`src/rtl/mmio_pkg.sv`:
```
// mmio_pkg: shared constants, types and helpers for the MMIO controller.
//   - Register offsets inside the MMIO window
//   - FSM state encoding and decoded-target encoding
//   - Field widths for keyboard, switch, led and seg registers
package mmio_pkg;

  localparam int KB_W  = 8;
  localparam int LED_W = 8;
  localparam int SEG_W = 32;
  localparam int SWT_W = 8;

  localparam logic [7:0] OFF_KB_DATA = 8'h00;
  localparam logic [7:0] OFF_KB_STAT = 8'h04;
  localparam logic [7:0] OFF_KB_BLK  = 8'h08;
  localparam logic [7:0] OFF_SWT     = 8'h0C;
  localparam logic [7:0] OFF_SEG     = 8'h10;
  localparam logic [7:0] OFF_LED     = 8'h14;

  typedef enum logic [1:0] {IDLE, KB_WAIT, KB_POP, RESP} mmio_state_t;

  // Which register a request hits; T_ERR covers every illegal access
  // (outside the window, misaligned, unmapped, store to a read-only reg).
  typedef enum logic [2:0] {
    T_KB_DATA, T_KB_STAT, T_KB_BLK, T_SWT, T_SEG, T_LED, T_ERR
  } mmio_tgt_t;

  function automatic mmio_tgt_t mmio_decode(input logic [31:0] addr,
                                            input logic        we,
                                            input logic [23:0] base_hi);
    mmio_tgt_t t;
    t = T_ERR;
    if (addr[31:8] == base_hi && addr[1:0] == 2'b00) begin
      case (addr[7:0])
        OFF_KB_DATA: t = we ? T_ERR : T_KB_DATA;
        OFF_KB_STAT: t = T_KB_STAT;
        OFF_KB_BLK:  t = we ? T_ERR : T_KB_BLK;
        OFF_SWT:     t = we ? T_ERR : T_SWT;
        OFF_SEG:     t = T_SEG;
        OFF_LED:     t = T_LED;
        default:     t = T_ERR;
      endcase
    end
    return t;
  endfunction

  function automatic logic [SEG_W-1:0] byte_merge(input logic [SEG_W-1:0] old,
                                                  input logic [31:0]      wdata,
                                                  input logic [3:0]       strb);
    logic [SEG_W-1:0] r;
    r = old;
    for (int b = 0; b < 4; b++)
      if (strb[b]) r[8*b +: 8] = wdata[8*b +: 8];
    return r;
  endfunction

  // Keyboard load word: {22'b0, valid, 1'b0, data}
  function automatic logic [31:0] kb_word(input logic vld, input logic [KB_W-1:0] data);
    return {22'b0, vld, 1'b0, data};
  endfunction

endpackage

```
`src/rtl/swt_sync.sv`:
```
// swt_sync: 2-flop synchronizer followed by a per-bit debouncer.
//   clk    : system clock
//   clrn   : async active-low reset
//   swt    : raw switch pins
//   swt_db : debounced switch value; a bit takes a new value only after
//            DB_CYCLES consecutive synchronized samples differ from it.
module swt_sync
  import mmio_pkg::*;
#(
  parameter int DB_CYCLES = 16
) (
  input  logic             clk,
  input  logic             clrn,
  input  logic [SWT_W-1:0] swt,
  output logic [SWT_W-1:0] swt_db
);

  localparam int CW = (DB_CYCLES > 1) ? $clog2(DB_CYCLES + 1) : 1;

  logic [SWT_W-1:0] sync1, sync2;

  always_ff @(posedge clk or negedge clrn) begin
    if (!clrn) begin
      sync1 <= '0;
      sync2 <= '0;
    end else begin
      sync1 <= swt;
      sync2 <= sync1;
    end
  end

  for (genvar i = 0; i < SWT_W; i++) begin : g_bit
    logic [CW-1:0] cnt;
    logic          db_q;

    // cnt counts consecutive samples that disagree with db_q; any agreeing
    // sample restarts the run.
    always_ff @(posedge clk or negedge clrn) begin
      if (!clrn) begin
        cnt  <= '0;
        db_q <= 1'b0;
      end else if (sync2[i] == db_q) begin
        cnt <= '0;
      end else if (cnt == CW'(DB_CYCLES - 1)) begin
        cnt  <= '0;
        db_q <= sync2[i];
      end else begin
        cnt <= cnt + CW'(1);
      end
    end

    assign swt_db[i] = db_q;
  end

endmodule

```
`src/rtl/mmio_ctrl.sv`:
```
// mmio_ctrl: MMIO controller between the cpu load/store port and the board
// peripherals (ps2 keyboard fifo, switches, seg display, leds).
//   clk, clrn                      : clock, async active-low reset
//   req_valid/ready/we/addr/wdata/wstrb : cpu request channel
//   rsp_valid/ready/rdata/err      : cpu response channel
//   kb_data/kb_ready/kb_overflow   : keyboard fifo head, non-empty, overflow
//   kb_rdn                         : registered active-low pop strobe
//   swt                            : raw switch pins
//   seg_wdata, led_wdata           : display and led output registers
// One request is in flight at a time; req_ready is high only in IDLE.
module mmio_ctrl
  import mmio_pkg::*;
#(
  parameter logic [31:0] BASE       = 32'hA000_0000,
  parameter int          KB_TIMEOUT = 1024,
  parameter int          DB_CYCLES  = 16
) (
  input  logic             clk,
  input  logic             clrn,
  input  logic             req_valid,
  output logic             req_ready,
  input  logic             req_we,
  input  logic [31:0]      req_addr,
  input  logic [31:0]      req_wdata,
  input  logic [3:0]       req_wstrb,
  output logic             rsp_valid,
  input  logic             rsp_ready,
  output logic [31:0]      rsp_rdata,
  output logic             rsp_err,
  input  logic [KB_W-1:0]  kb_data,
  input  logic             kb_ready,
  input  logic             kb_overflow,
  output logic             kb_rdn,
  input  logic [SWT_W-1:0] swt,
  output logic [SEG_W-1:0] seg_wdata,
  output logic [LED_W-1:0] led_wdata
);

  localparam int CNT_W = (KB_TIMEOUT > 1) ? $clog2(KB_TIMEOUT) : 1;

  mmio_state_t      state;
  logic [CNT_W-1:0] kb_cnt;
  logic             ovf_sticky;
  logic [SWT_W-1:0] swt_db;
  mmio_tgt_t        tgt;
  logic [31:0]      rd_val;
  logic             ovf_clr;

  swt_sync #(.DB_CYCLES(DB_CYCLES)) u_swt_sync (
    .clk    (clk),
    .clrn   (clrn),
    .swt    (swt),
    .swt_db (swt_db)
  );

  assign tgt     = mmio_decode(req_addr, req_we, BASE[31:8]);
  assign ovf_clr = (state == IDLE) && req_valid && (tgt == T_KB_STAT) &&
                   req_we && req_wstrb[0] && req_wdata[1];

  // Load data for the plain registers; keyboard reads are handled in the FSM.
  always_comb begin
    rd_val = '0;
    case (tgt)
      T_KB_STAT: rd_val = {30'b0, ovf_sticky, kb_ready};
      T_SWT:     rd_val = {{(32-SWT_W){1'b0}}, swt_db};
      T_SEG:     rd_val = seg_wdata;
      T_LED:     rd_val = {{(32-LED_W){1'b0}}, led_wdata};
      default:   rd_val = '0;
    endcase
  end

  always_ff @(posedge clk or negedge clrn) begin
    if (!clrn) begin
      state      <= IDLE;
      req_ready  <= 1'b1;
      rsp_valid  <= 1'b0;
      rsp_rdata  <= '0;
      rsp_err    <= 1'b0;
      kb_rdn     <= 1'b1;
      kb_cnt     <= '0;
      seg_wdata  <= '0;
      led_wdata  <= '0;
      ovf_sticky <= 1'b0;
    end else begin
      // A set in the same cycle as a clear must win.
      if (kb_overflow)  ovf_sticky <= 1'b1;
      else if (ovf_clr) ovf_sticky <= 1'b0;

      case (state)
        IDLE: begin
          if (req_valid) begin
            req_ready <= 1'b0;
            rsp_err   <= 1'b0;
            rsp_rdata <= req_we ? 32'h0 : rd_val;
            rsp_valid <= 1'b1;
            state     <= RESP;
            case (tgt)
              T_KB_DATA: begin
                if (kb_ready) begin
                  rsp_rdata <= kb_word(1'b1, kb_data);
                  kb_rdn    <= 1'b0;
                  rsp_valid <= 1'b0;
                  state     <= KB_POP;
                end else begin
                  rsp_rdata <= '0;
                end
              end
              T_KB_BLK: begin
                rsp_rdata <= '0;
                rsp_valid <= 1'b0;
                kb_cnt    <= CNT_W'(KB_TIMEOUT - 1);
                state     <= KB_WAIT;
              end
              T_SEG: if (req_we) seg_wdata <= byte_merge(seg_wdata, req_wdata, req_wstrb);
              T_LED: if (req_we && req_wstrb[0]) led_wdata <= req_wdata[LED_W-1:0];
              T_ERR: begin
                rsp_err   <= 1'b1;
                rsp_rdata <= '0;
              end
              default: ;
            endcase
          end
        end
        KB_WAIT: begin
          if (kb_ready) begin
            rsp_rdata <= kb_word(1'b1, kb_data);
            kb_rdn    <= 1'b0;
            state     <= KB_POP;
          end else if (kb_cnt == '0) begin
            // Timed out: valid=0, not an error.
            rsp_rdata <= '0;
            rsp_err   <= 1'b0;
            rsp_valid <= 1'b1;
            state     <= RESP;
          end else begin
            kb_cnt <= kb_cnt - CNT_W'(1);
          end
        end
        KB_POP: begin
          kb_rdn    <= 1'b1;
          rsp_valid <= 1'b1;
          state     <= RESP;
        end
        RESP: begin
          if (rsp_ready) begin
            rsp_valid <= 1'b0;
            req_ready <= 1'b1;
            state     <= IDLE;
          end
        end
        default: begin
          state     <= IDLE;
          req_ready <= 1'b1;
          rsp_valid <= 1'b0;
          kb_rdn    <= 1'b1;
        end
      endcase
    end
  end

endmodule

```
`config.mk`:
```
export PLATFORM = sky130hd
export DESIGN_NAME = mmio_ctrl
export DESIGN_NICKNAME = d
export VERILOG_FILES = /design/src/rtl/mmio_pkg.sv /design/src/rtl/swt_sync.sv /design/src/rtl/mmio_ctrl.sv
export SDC_FILE = /design/constraint.sdc
export NUM_CORES = 1
export LEC_CHECK = 0
export BUFFER_PORTS_ARGS = -buffer_cell sky130_fd_sc_hd__buf_4
export CORE_MARGIN = 8
export CORE_UTILIZATION = 58
export CTS_CLUSTER_DIAMETER = 40
export DETAILED_ROUTE_END_ITERATION = 10
export GPL_TIMING_DRIVEN = 0
export PLACE_DENSITY = 0.86
export SLEW_MARGIN = 40
export SYNTH_ARGS = -nofsm -noshare
export SYNTH_HDL_FRONTEND = slang
export SYNTH_SLANG_ARGS = --single-unit
```
`constraint.sdc`:
```
create_clock -name clk -period 4.34 [get_ports clk]
set_input_delay 0.434 -clock clk [delete_from_list [all_inputs] [get_ports clk]]
set_output_delay 0.434 -clock clk [all_outputs]
set_load 0.02 [all_outputs]
```
==> results.md <==
* F_max at roughly 370 MHz
* R2r startpoint: state[1]
* CP arrival at about 3 ns
* Final RePlAce weighted congestion at 0.8487
* Final Hold Viols at 0
* First-pass iteration count of the detailed router at 5
* Maximum VDD drop at around 0.40 mV
* Synth unique cells at between 60 and 70
* CP Launch Type: register
* Asr flop ratio synth at 100.0%
* Cells after synthesis at 558
* Setup Viol. Count Final at 0
* Hold Slack at approximately 0.12 ns
* I/O Buffers at between 150 and 200
* Die Span Y at 124.4 um
* Nets at roughly 850
* Post-route ant nets at 0
* Synth top area cells: dfrtp_1, mux2_2, xor2_1
* Tcrit/Tclk final at between 60% and 70%
* Core area at 11470 um2
* Tmin final at 2.683 ns
* Antenna cells at 0
* Starting Density at 59.47%
* Synthesis Warnings at 0
* Vias in the first global route at a little under 6k
* Mapped cell area at 6819 um2
* DP Wirelength at between 10000 and 15000 um
* Top Metal Used: met4
* Die ar. at ~15000 um2
* Clock transition at the registers of the reported paths at around 0.060 ns
* Met2 wire len at 9322 um
* CTS buffer count at 17
* Kind of critical path: reg -> reg
* Layout Area Growth over Synthesis at 31.23%
* Hold/Removal Path Class: in -> reg
* Vias at 5387
* Routed length on met1 at about 7000 um
* Clk root buf: clkbuf_16
* CP required at roughly 4.7 ns
* Ports at 167
* Top_reg_cell synth: dfrtp_1
* Static leakage at between 0.004 and 0.005 uW
* Post-synth top cells: dfrtp_1, mux2_2, nor2_1
* Register area share after synthesis at approximately 56%
* PwrDens at 452.8 nW/um2
* Setup_tns at 0 ns
* Tot GR Track Use at 23.83%
* Final WL at roughly 18000 um
* Final Skew at approximately 0.0083 ns
* Post-Syn Nets at 662
* Clock Latency Late Sink at around 0.42 ns
* Share of layout cells above drive strength 1 at 36.99%
* Power, Total at around 4100 uW
* Yosys top cell area share at between 50% and 60%
* Grt total ovfl at 0
* # DRC at 0
* Drt wl/cell at 20.44 um
* Vias/cell at ~6
* Max cap viols at 0
* CP Max Fanout at 10
* Die X at around 120 um
* Clk sinks at roughly 150
* CTS Buffer Depth at 2
* EDFF count, synth at 0
* Rows at 39
* First DRT Iteration DRCs at between 500 and 600
* Initial antenna violation count at 0
* #FFs+latches synth at approximately 150
* Most common cell in the synthesized netlist: dfrtp_1
* Met3 WL post-DR at 1677 um
* Status: complete, no violations
* CTS tree: yes
* Worst-margin pin slew at around 0.68 ns
* Post-synth top area cell: dfrtp_1
* Mean post-synth cell area at approximately 12 um2
* Number of H-tree levels at 4
* Final Max Slew Viols at 0
* RSZ-0062 raised after global routing: no
* First-pass GRT wire length at ~30000 um
* Largest net degree at the start of global routing at between 60 and 70
* CP Launch Point: state[1]
* Utilization after layout at just under 80%
* Hold_sp: swt[0]
* Rel. slew slack at 54.63%
* Critical Path Sink Type: register
report_power, final:
part,total (uW),switching (uW),internal (uW)
Combinational,823,493,330
Sequential,1650,103,1550
Clock,1580,584,992
Total,4050,1180,2870
cell type report:
cell class,count,area [um2]
Fill cell,698,2519
Clock buffer,21,460.4
Sequential cell,153,3831
Buffer,17,91.34
Clock inverter,10,166.4
Multi-Input combinational cell,371,2845
Tap cell,143,178.9
Inverter,17,63.81
Timing Repair Buffer,168,1311
cell families after synthesis:
kind of cell,count (synthesis),share of synthesized area [%]
compound gates,102,10.97
xor+xnor,24,3.083
fa+ha+maj,13,2.385
buf+inv,34,2.275
flops,153,56.18
mux,55,9.046
simple gates,177,16.06
registers in the layout, indices dropped and copies added, names as in the netlist:
name	flops
u_swt_sync.g_bit.cnt	40
rsp_rdata	32
seg_wdata	32
kb_cnt	10
led_wdata	8
u_swt_sync.g_bit.db_q	8
u_swt_sync.sync1	8
u_swt_sync.sync2	8
state	2
kb_rdn	1
ovf_sticky	1
req_ready	1
rsp_err	1
rsp_valid	1
path summary, 6_finish.rpt:
kind,to,slack (ns),cells past startpoint
max,rsp_rdata[31],1.66,7
min,u_swt_sync.sync1[0],0.12,1
max reg2reg,rsp_rdata[31],1.66,7
min reg2reg,u_swt_sync.sync2[0],0.35,0
max in group asynchronous,kb_rdn,3.26,3
min in group asynchronous,u_swt_sync.g_bit[3].cnt[0],0.46,2
placed cells by master, fill, tap and decap left out, drive strengths merged, types with 3 or more instances in the layout:
cell type / count
nand4: 3
a31oi: 4
o21ai: 24
nand2: 18
nor4b: 5
a21boi: 7
nor2: 40
buf: 174
clkbuf: 31
a22o: 23
xor2: 24
clkinv: 3
ha: 13
nor3b: 4
and3: 19
nor4: 13
a221o: 6
and4: 4
mux2: 53
inv: 18
nand3: 30
nor2b: 5
nand2b: 3
o211ai: 5
and2: 11
o22ai: 5
or3: 6
o31ai: 4
a21oi: 9
bufinv: 4
nor3: 7
or4: 4
dfrtp: 151
critical path, stage by stage, from the launching register on:
cell and delay (ns):
dfrtp_1 0.42, inv_1 0.10, ha_1 0.16, clkbuf_1 0.38
nand2b_1 0.16, o21ai_1 0.57, clkbuf_1 0.55, a22o_1 0.27
routing by layer:
metal  vias to the layer above  track usage, %
met3                        40           9.021
met2                       259           40.27
met4                         0           9.568
met5                         -               0
li1                       2424               -
met1                      2664           26.55
repair_timing:
item | in CTS | in global routing
hold endpoints to repair | 33 | 0
resized for setup | 0 | 0
buffers inserted | 0 | 0
hold buffers | 1 | 0
per-stage QoR:
step	std cells	setup slack (ns)	cell area (um2)
global route	900	1.456	8949
CTS	900	1.649	8936
global placement	866	1.508	8237
floorplan	558	2.092	6819
finish	900	1.657	8949
detailed placement	868	1.446	8299
Power figures use the tool's default switching activity.
